===== config.mk =====
export PLATFORM = sky130hd
export DESIGN_NAME = i2s_stereo_tx
export DESIGN_NICKNAME = d
export VERILOG_FILES = /design/src/rtl/i2s_stereo_tx.sv
export SDC_FILE = /design/constraint.sdc
export NUM_CORES = 1
export LEC_CHECK = 0
export BUFFER_PORTS_ARGS = -buffer_cell sky130_fd_sc_hd__buf_2
export CORE_ASPECT_RATIO = 1.2
export CORE_MARGIN = 4
export CORE_UTILIZATION = 25
export DETAILED_ROUTE_END_ITERATION = 10
export SLEW_MARGIN = 15
export SYNTH_ARGS = -nofsm -noshare
export SYNTH_HDL_FRONTEND = slang
export SYNTH_SLANG_ARGS = --single-unit
export TNS_END_PERCENT = 30

===== constraint.sdc =====
create_clock -name clk -period 2.7 [get_ports clk]
set_input_delay 0.135 -clock clk [delete_from_list [all_inputs] [get_ports clk]]
set_output_delay 0.135 -clock clk [all_outputs]
set_load 0.02 [all_outputs]

===== src/rtl/i2s_stereo_tx.sv =====
// I2S stereo transmitter: free-running mclk/bclk dividers, a one-entry sample buffer and left/right shadows.
// Macro I2S_STEREO_TX_UNDERRUN_ZERO_EN: when defined, an underrun sends silence instead of repeating the last pair.
module i2s_stereo_tx #(
  parameter int SAMPLE_W  = 16,
  parameter int SLOT_W    = 32,
  parameter int MCLK_HALF = 2,
  parameter int BCLK_HALF = 8
) (
  input  logic                clk,
  input  logic                reset,
  input  logic [SAMPLE_W-1:0] left_in,
  input  logic [SAMPLE_W-1:0] right_in,
  input  logic                in_valid,
  output logic                in_ready,
  output logic                mclk,
  output logic                bclk,
  output logic                lrclk,
  output logic                sdata,
  output logic                underrun,
  output logic [7:0]          underrun_cnt
);

  localparam int PW = $clog2(2 * SLOT_W);
  localparam int EW = PW + 1;
  localparam int IW = $clog2(SAMPLE_W);
  localparam int MW = $clog2(MCLK_HALF + 1);
  localparam int BW = $clog2(BCLK_HALF + 1);

  localparam logic [PW-1:0] P_LAST  = PW'(2 * SLOT_W - 1);
  localparam logic [PW-1:0] P_RIGHT = PW'(SLOT_W);
  localparam logic [EW-1:0] L_LO    = EW'(1);
  localparam logic [EW-1:0] L_TOP   = EW'(SAMPLE_W);
  localparam logic [EW-1:0] R_LO    = EW'(SLOT_W + 1);
  localparam logic [EW-1:0] R_TOP   = EW'(SLOT_W + SAMPLE_W);

  logic [MW-1:0]       mclk_cnt;
  logic [BW-1:0]       bclk_cnt;
  logic [PW-1:0]       p;
  logic [SAMPLE_W-1:0] left_sh;
  logic [SAMPLE_W-1:0] right_sh;
  logic [SAMPLE_W-1:0] buf_l;
  logic [SAMPLE_W-1:0] buf_r;
  logic                buf_valid;

  logic                mclk_tick;
  logic                bclk_tick;
  logic                bclk_fall;
  logic                frame_load;
  logic                accept;
  logic                buf_valid_nxt;
  logic [PW-1:0]       p_nxt;
  logic [EW-1:0]       p_ext;
  logic [IW-1:0]       l_idx;
  logic [IW-1:0]       r_idx;
  logic                sdata_nxt;

  assign mclk_tick  = (mclk_cnt == MW'(MCLK_HALF - 1));
  assign bclk_tick  = (bclk_cnt == BW'(BCLK_HALF - 1));
  assign bclk_fall  = bclk_tick && bclk;
  assign p_nxt      = (p == P_LAST) ? '0 : p + 1'b1;
  assign frame_load = bclk_fall && (p == P_LAST);
  assign accept     = in_valid && in_ready;
  // A pair accepted in the load cycle stays in the buffer for the next frame.
  assign buf_valid_nxt = accept | (buf_valid & ~frame_load);

  assign p_ext = {1'b0, p_nxt};
  assign l_idx = IW'(L_TOP - p_ext);
  assign r_idx = IW'(R_TOP - p_ext);

  // Data bit for the position being entered; one-bit delay after each lrclk change.
  always_comb begin
    sdata_nxt = 1'b0;
    if (p_ext >= L_LO && p_ext <= L_TOP) begin
      sdata_nxt = left_sh[l_idx];
    end else if (p_ext >= R_LO && p_ext <= R_TOP) begin
      sdata_nxt = right_sh[r_idx];
    end
  end

  always_ff @(posedge clk) begin
    if (reset) begin
      mclk_cnt     <= '0;
      bclk_cnt     <= '0;
      mclk         <= 1'b0;
      bclk         <= 1'b0;
      p            <= '0;
      lrclk        <= 1'b0;
      sdata        <= 1'b0;
      left_sh      <= '0;
      right_sh     <= '0;
      buf_l        <= '0;
      buf_r        <= '0;
      buf_valid    <= 1'b0;
      in_ready     <= 1'b0;
      underrun     <= 1'b0;
      underrun_cnt <= '0;
    end else begin
      mclk_cnt <= mclk_tick ? '0 : mclk_cnt + 1'b1;
      if (mclk_tick) mclk <= ~mclk;
      bclk_cnt <= bclk_tick ? '0 : bclk_cnt + 1'b1;
      if (bclk_tick) bclk <= ~bclk;

      if (bclk_fall) begin
        p     <= p_nxt;
        lrclk <= (p_nxt >= P_RIGHT);
        sdata <= sdata_nxt;
      end

      if (accept) begin
        buf_l <= left_in;
        buf_r <= right_in;
      end
      buf_valid <= buf_valid_nxt;
      in_ready  <= ~buf_valid_nxt;
      underrun  <= frame_load && !buf_valid;

      if (frame_load) begin
        if (buf_valid) begin
          left_sh  <= buf_l;
          right_sh <= buf_r;
        end else begin
          if (underrun_cnt != 8'hFF) underrun_cnt <= underrun_cnt + 8'd1;
`ifdef I2S_STEREO_TX_UNDERRUN_ZERO_EN
          left_sh  <= '0;
          right_sh <= '0;
`endif
        end
      end
    end
  end

endmodule


-- Word level (Yosys, flattened, before mapping)
Index checks and enable logic that the tools add are counted.
- reductions and logical operators: 11
- divide/modulo/power cells: 0
- equal/unequal tests: 4
- $lt $le $gt $ge: 7
- add/sub/neg operators: 6
- shift operators: 0
- mux-type cells: 7
- bitwise operators: 7
- $mul: 0
- operators by type and width (operator ; count):
    $ge A6 B6 Y1 const B ; 2
    $lt A4 B5 Y1 const B ; 2
    $add A8 B1 Y8 const B ; 1
    $bmux W1 S4 ; 2
    $ne A8 B8 Y1 const B ; 1
    $sub A1 B4 Y4 const A ; 2
    $add A6 B1 Y6 const B ; 1
    $eq A6 B6 Y1 const B ; 1
    $ge A6 B1 Y1 const B ; 1
    $le A6 B5 Y1 const B ; 1
    $le A6 B6 Y1 const B ; 1
    $logic_and A1 B1 Y1 ; 6
    $mux W6 ; 1
    $not A1 Y1 ; 5
    $add A4 B1 Y4 const B ; 1
    $eq A4 B3 Y1 const B ; 1
    $mux W1 ; 4
    $reduce_or A2 Y1 ; 2
    $reduce_and A3 Y1 ; 1
    $add A2 B1 Y2 const B ; 1
    $eq A2 B1 Y1 const B ; 1
    $reduce_and A2 Y1 ; 1
    $and A1 B1 Y1 ; 1
    $logic_not A1 Y1 ; 1
    $or A1 B1 Y1 ; 1
- memory bits (writable): 0
- latch bits: 0
- register bits after elaboration: 91
- word-level logic and storage cells: 57
- bits of input ports: 35
- ROM bits: 0
- memories kept: 0

-- Logic depth before layout (Yosys ltp)
Gate-level depths: netlist (run 1).
- word-level depth: 7
- gate-level depth with buffers: 10

-- Worst setup path before layout (run 1)
OpenSTA, ideal clock, no wires.
- path kind: flip-flop to flip-flop
- start: register p[1]
- end: register sdata
- period minus slack after synthesis: 2.332 ns
- setup time: 0.122 ns
- stages on the path, launching flop included: 9
- arrival time: 2.210 ns
- data required time: 2.578 ns
- slack: 0.368 ns
- cell sequence: dfxtp_1 ha_1 buf_6 xnor2_2 xnor2_2 mux4_2 mux2_2 o311ai_2 o31ai_2
- cells in the longest elaborated chain, start to end: 7
- elaborated cells between the ends (all ways): 17
- those cells by class: 3 x add/sub; 4 x order compare; 1 x eq/ne; 7 x mux; 2 x reduce/logical
- RTL lines (element ; RTL line ; text):
    from (decl) ; 38 ; logic [PW-1:0] p;
    from (signal assigned) ; 104 ; p <= p_nxt;
    $add A6 B1 Y6 / $eq A6 B6 Y1 (equally long branches) ; 60 ; assign p_nxt = (p == P_LAST) ? '0 : p + 1'b1;
    $mux W6 (*) ; 60 ;
    $sub A1 B4 Y4 ; 67, 68 ;
    $bmux W1 S4 ; 76 ; sdata_nxt = right_sh[r_idx];
    $mux W1 (not written as such) ; 76 ;
    $mux W1 ; 75 ; end else if (p_ext >= R_LO && p_ext <= R_TOP) begin
    $mux W1 (*) ; 73 ; if (p_ext >= L_LO && p_ext <= L_TOP) begin
    to (signal assigned) ; 106 ; sdata <= sdata_nxt;
    to (decl) ; 18 ; output logic sdata,
Mark *: on every way between the ends. The rest lies on a longest branch, timed or not. The select of a mux whose other input is x is not followed.
A chain may end at the register's enable or synchronous reset.

-- Worst setup path after layout (run 1)
Ends and elaborated chain as after synthesis.

==> results.ini, run 1 <==
[outcome]
outcome = finished clean

[yosys]
synth_edf_count = 0
async_flop_share = 0
synth-main-ff-cell = dfxtp_1
synthTopCellsByArea = dfxtp_1, nand2_1, a21oi_1
yosysWarningCount = 0
synth_seq_cells = 91
ys_types = 48
syn_inst = 445
synth.top_cell.area_share = 0.479
mappedNetlistArea_um2 = 3800
synth-seq-area-share = 0.479
syn_area_per_cell_um2 = 8.55
syn_nets = 486
synth_top_cell_by_area = dfxtp_1

[cells_and_area]
layoutNonFillerInstCount = 691
mostFrequentLayoutCells = nand2_1, dfxtp_1, a21oi_1
final_common_cell = nand2_1
drive_gt1_frac = 0.191
nets = 523
diodes = 0
syn2layout_area_growth_pct = 19.0

[floorplan]
design.core.area_um2 = 15000
die_area_um2 = 17300
dieWidth_um = 121
start_util = 0.254
rows = 49
ios = 49
die_y_um = 143

[clock_network]
root_buffer = clkbuf_16
post-cts-setup-buffers = 0
cts_repair_resize_count = 0
cts_hold_buffers = 0
worstSkewPairLatency_ns = 0.34
numCtsBuffers = 9
htreeDepth = 3
clkTransAtPathRegs_ns = 0.07
cts_tree = done
clockBufferDepth = 2
clkSinkCount = 91

[routing]
drt-initial-drc-count = 127
ant_nets = 0
vias_per_cell = 4.31
routed_wl_um = 8180
dr.pass1.iters = 5
drc = 0
vias = 2976
wl_per_cell_um = 11.8

[setup_path]
worstPathArrival_ns = 2.75
crit_chain = ha_2, and2_2, a21o_1, buf_4, mux2i_1, mux4_2, and3_4, o31ai_2
slowest_delay_ns = 0.46
crit_type = reg -> reg
cpMaxStageDelayCell = mux4_2
startpoint_type = flip-flop
cp_max_fo = 7
required_ns = 2.95
worstSetupEndpointType = flip-flop
crit_family = multiplexers
cp_num_buf_inv = 1

[global_routing]
grt_use_met1 = 0.106
overflow = 0
grt_pass1_vias = 2976
grt_pass1_wl_um = 13600
use_met2 = 0.177
grt_util_met3 = 0.0226
top_usage_layer = met2
grt.total_usage = 0.0968
antenna_found_initial = 0
grt_max_degree = 46

[sta]
fin_crit_sh = 0.923
finalMaxSlewViolations = 0
tightest_slew_ns = 0.785
finalSetupTns_ns = 0
finalSetupViolCount = 0
rsz0062_at_grt = no
period_minus_slack_ns = 2.49
hold_viol_final = 0
max_freq_mhz = 401
slew_headroom = 0.477
skew_ns = 0.00732

[run]
drv_cap = 0

[pwr]
leakage_uw = 0.00168
power_density_nw_per_um2 = 615
ir_drop_mv = 0.275

[place]
dp_hpwl_um = 5920
portBuffers = 48
place_inst = 675
routabilityCongestion = 0.828

[hold_path]
worstHoldPathType = in -> reg

## synthesized netlist by cell type, drive strengths merged, types with 2 or more instances
master and number:
mux2i 9, and2 3, or3 2, nor2b 2
clkbuf 20, nor2 16, mux2 2, xor2 9
nand2 138, mux4 6, ha 6, and3 6
nor3 6, inv 6, xnor2 7, buf 12
dfxtp 91, a21o 2, a21oi 74, nand4 4
nand3 6
## per-stage QoR
| step | power, uW | util | hold WS [ns] | worst slack [ns] | cell area [um^2] |
|---|---|---|---|---|---|
| after CTS | 2820 | 0.302 | 0.0195 | 0.120 | 4510 |
| after global routing | 2900 | 0.303 | 0.0269 | 0.0815 | 4530 |
| final | 2790 | 0.303 | 0.0260 | 0.207 | 4530 |
| after floorplan | 1510 | - | 0.271 | 0.368 | 3800 |
| after detailed placement | 1560 | 0.281 | 0.381 | 0.138 | 4210 |
| after global placement | 1560 | 0.281 | 0.381 | 0.212 | 4210 |
## layout make-up
class	count	area (um^2)
multi-input cells	316	1810
repair buffers	58	315
fillers	1623	10400
clock buffers	11	243
clock inverters	5	61.3
inverters	6	22.5
well taps	204	255
flip-flops and latches	91	1820
## flip-flops by register name (all words and copies together) (netlist names)
signal / flops
mclk: 1
buf_l: 16
buf_r: 16
sdata: 1
lrclk: 1
underrun_cnt: 8
bclk_cnt: 4
in_ready: 1
bclk: 1
underrun: 1
mclk_cnt: 2
left_sh: 16
right_sh: 16
buf_valid: 1
p: 6
## cells by family after synthesis
kind of cell,Yosys count,share of synthesized area
AOI/OAI and AO/OA,90,0.139
xor gates and xnor gates,16,0.0408
adders and majority gates,6,0.0197
buffers and inverters,38,0.0493
DFF,91,0.479
muxes,17,0.0651
and+or+nand+nor,187,0.207
## final timing paths
path         slack, ns  depth (start not counted)                      to              startpoint
max               0.21                          8      sdata$_SDFFE_PP0P_       p[1]$_SDFFE_PP0P_
max reg2reg       0.21                          8      sdata$_SDFFE_PP0P_       p[1]$_SDFFE_PP0P_
min               0.03                          3   buf_l[3]$_SDFFE_PP0P_              left_in[3]
min reg2reg       0.43                          1  mclk_cnt[0]$_SDFF_PP0_  mclk_cnt[0]$_SDFF_PP0_
## worst reg2reg max path: stages, from the launching register on
cell	delay, ns
dfxtp_1	0.45
ha_2	0.33
and2_2	0.22
a21o_1	0.30
buf_4	0.19
mux2i_1	0.07
mux4_2	0.46
and3_4	0.18
o31ai_2	0.22
## layer usage
| metal | wire length, um | up-vias |
|---|---|---|
| met2 | 4290 | 32 |
| met5 | 0 | - |
| met4 | 174 | 0 |
| met1 | 3560 | 1372 |
| li1 | - | 1558 |
| met3 | 162 | 14 |
## where the power goes
part | internal (uW) | leakage (uW) | switching, uW
combinational | 54.4 | 0.000789 | 78.1
clock | 747 | 0.000150 | 507
sequential | 1380 | 0.000738 | 20.0
total | 2180 | 0.00168 | 605
Note: power is estimated with default switching activity, not from simulation.
==> inputs of run 2 (changes only) <==
==> constraint.sdc (replaced) <==
create_clock -name clk -period 2.7 [get_ports clk]
set_input_delay 0.405 -clock clk [delete_from_list [all_inputs] [get_ports clk]]
set_output_delay 0.405 -clock clk [all_outputs]
set_load 0.02 [all_outputs]
==> run 2 against run 1 <==
Maximum frequency decreased by 2.4%. Total power rose by 1.0%. Register-to-register slack got worse by 0.06 ns. Clock skew is 0.0023 ns higher. Flip-flop and latch count unchanged. Setup slack got worse by 0.061 ns. Combinational power about the same. Wire length down 2.6%. Clock-buffer cell count decreased by 2. Cell count stayed put. Design area unchanged. Critical path type unchanged. Largest cell class unchanged. Largest power group unchanged.
==> results.ini, run 2 (synthesis gave the netlist of run 1 again) <==
[outcome]
outcome = finished clean

[floorplan]
dieWidth_um = 121  ; unchanged
rows = 49  ; unchanged
die_y_um = 143  ; unchanged
ios = 49  ; unchanged
design.core.area_um2 = 15000  ; unchanged
die_area_um2 = 17300  ; unchanged
start_util = 0.254  ; unchanged

[place]
portBuffers = 48  ; unchanged
routabilityCongestion = 0.857  ; +3.5%
dp_hpwl_um = 5760  ; -2.7%
place_inst = 675  ; unchanged
dpl-instance-area_um2 = 4210  ; unchanged

[clock_network]
clkSinkCount = 91  ; unchanged
clockBufferDepth = 2  ; unchanged
htreeDepth = 3  ; unchanged
cts_tree = done
numCtsBuffers = 9  ; unchanged
root_buffer = clkbuf_16
post-cts-setup-buffers = 0  ; unchanged
cts_hold_buffers = 0  ; unchanged
clkTransAtPathRegs_ns = 0.07  ; about the same
cts_repair_resize_count = 0  ; unchanged
worstSkewPairLatency_ns = 0.35  ; about the same

[routing]
wl_met2_um = 4030  ; -6.0%
drt-initial-drc-count = 81  ; -36%
dr.pass1.iters = 4  ; -1
wl_per_cell_um = 11.5  ; -2.6%
wl_met3_um = 206  ; +27%
vias = 2989  ; +0.44%
routed_wl_um = 7960  ; -2.6%
drc = 0  ; unchanged
wl_met1_um = 3530  ; -0.65%
vias_per_cell = 4.33  ; +0.44%
ant_nets = 0  ; unchanged
top_layer = met4

[sta]
max_freq_mhz = 392  ; -2.4%
tightest_slew_ns = 0.597  ; -0.188 ns
fin_crit_sh = 0.946  ; +0.0225
holdWs_ns = 0.286  ; +0.260 ns
period_minus_slack_ns = 2.55  ; +0.0607 ns
slew_headroom = 0.597  ; +0.120
skew_ns = 0.00964  ; +0.00233 ns
finalSetupViolCount = 0  ; unchanged
finalMaxSlewViolations = 0  ; unchanged
hold_viol_final = 0  ; unchanged

[setup_path]
startpoint_type = flip-flop
crit_chain = ha_1, and2_2, a21o_1, buf_4, mux2i_1, mux4_2, and3_4, o31ai_2
worstPathArrival_ns = 2.82  ; +0.07 ns
required_ns = 2.96  ; about the same
crit_type = reg -> reg
cp_max_fo = 7  ; unchanged
slowest_delay_ns = 0.48  ; +0.02 ns
worstSetupEndpointType = flip-flop
cpMaxStageDelayCell = mux4_2
r2r_setup_slack_ns = 0.15  ; -0.06 ns

[pwr]
leakage_uw = 0.00168  ; +0.37%
power_density_nw_per_um2 = 621  ; +1.0%
switching_power_uw = 646  ; +6.8%
intPower_uw = 2170  ; -0.60%
power_uw = 2810  ; +1.0%
p_clk_frac = 0.456  ; +0.006
share_comb_of_total_power = 0.047  ; about the same
ir_drop_mv = 0.316  ; +15%
p_sw_frac = 0.229  ; +0.0124
pwr-share-seq = 0.497  ; -0.005

[global_routing]
overflow = 0  ; unchanged
antenna_found_initial = 0  ; unchanged
grt_pass1_vias = 2920  ; -1.9%
grt_pass1_wl_um = 13600  ; +0.25%
grt.total_usage = 0.0979  ; +0.00116
grt_max_degree = 36  ; -22%

[cells_and_area]
mostFrequentLayoutCells = nand2_1, dfxtp_1, a21oi_1
syn2layout_area_growth_pct = 19.0  ; unchanged
diodes = 0  ; unchanged
drive_gt1_frac = 0.191  ; unchanged
layoutNonFillerInstCount = 691  ; unchanged
num-fill-cells = 1609  ; -0.86%
fin_area_um2 = 4530  ; unchanged
final_common_cell = nand2_1
nets = 523  ; unchanged

[run]
drv_cap = 0  ; unchanged

[hold_path]
worstHoldPathType = in -> reg

==> run 2: critical path: cells and delay by family (launching register included) <==
kind | cells | cell delay (ns)
simple gates | 2 | 0.45
buf+inv | 1 | 0.18
compound gates | 2 | 0.49
mux | 2 | 0.55
fa+ha+maj | 1 | 0.36
flops | 1 | 0.44
==> run 2: metal layers <==
layer,vias up,global-route usage
met2,36,0.169
met5,-,0
met4,0,0.0489
met1,1381,0.112
li1,1560,-
met3,12,0.0246
==> run 2: layout make-up <==
cell class	count	area, um^2	share of cell area
Tap cell	204	255	0.0564
Inverter	6	22.5	0.00498
Timing Repair Buffer	58	315	0.0697
Clock buffer	9	225	0.0498
Multi-Input combinational cell	316	1810	0.399
Clock inverter	7	81.3	0.0180
Sequential cell	91	1820	0.402
==> run 2: worst paths after layout <==
kind	start	to	cells after the start
max	p[1]$_SDFFE_PP0P_	sdata$_SDFFE_PP0P_	8
min	left_in[3]	buf_l[3]$_SDFFE_PP0P_	3
max reg2reg	p[1]$_SDFFE_PP0P_	sdata$_SDFFE_PP0P_	8
min reg2reg	mclk_cnt[0]$_SDFF_PP0_	mclk_cnt[0]$_SDFF_PP0_	1
==> run 2: through the flow <==
step | worst slack, ns | setup TNS, ns | utilization
after floorplan | 0.368 | 0 | -
after global routing | -0.00544 | -0.00544 | 0.303
after detailed placement | 0.136 | 0 | 0.281
after CTS | 0.118 | 0 | 0.302
final | 0.146 | 0 | 0.303
after global placement | 0.218 | 0 | 0.281
==> run 2: power groups by stage <==
stage / clock network (uW) / logic, uW / registers (uW)
2_1_floorplan: 0 / 81.3 / 1430
3_3_place_gp: 0 / 131 / 1430
3_5_place_dp: 0 / 135 / 1430
4_1_cts: 1320 / 135 / 1400
5_1_grt: 1360 / 151 / 1400
6_report: 1280 / 132 / 1400
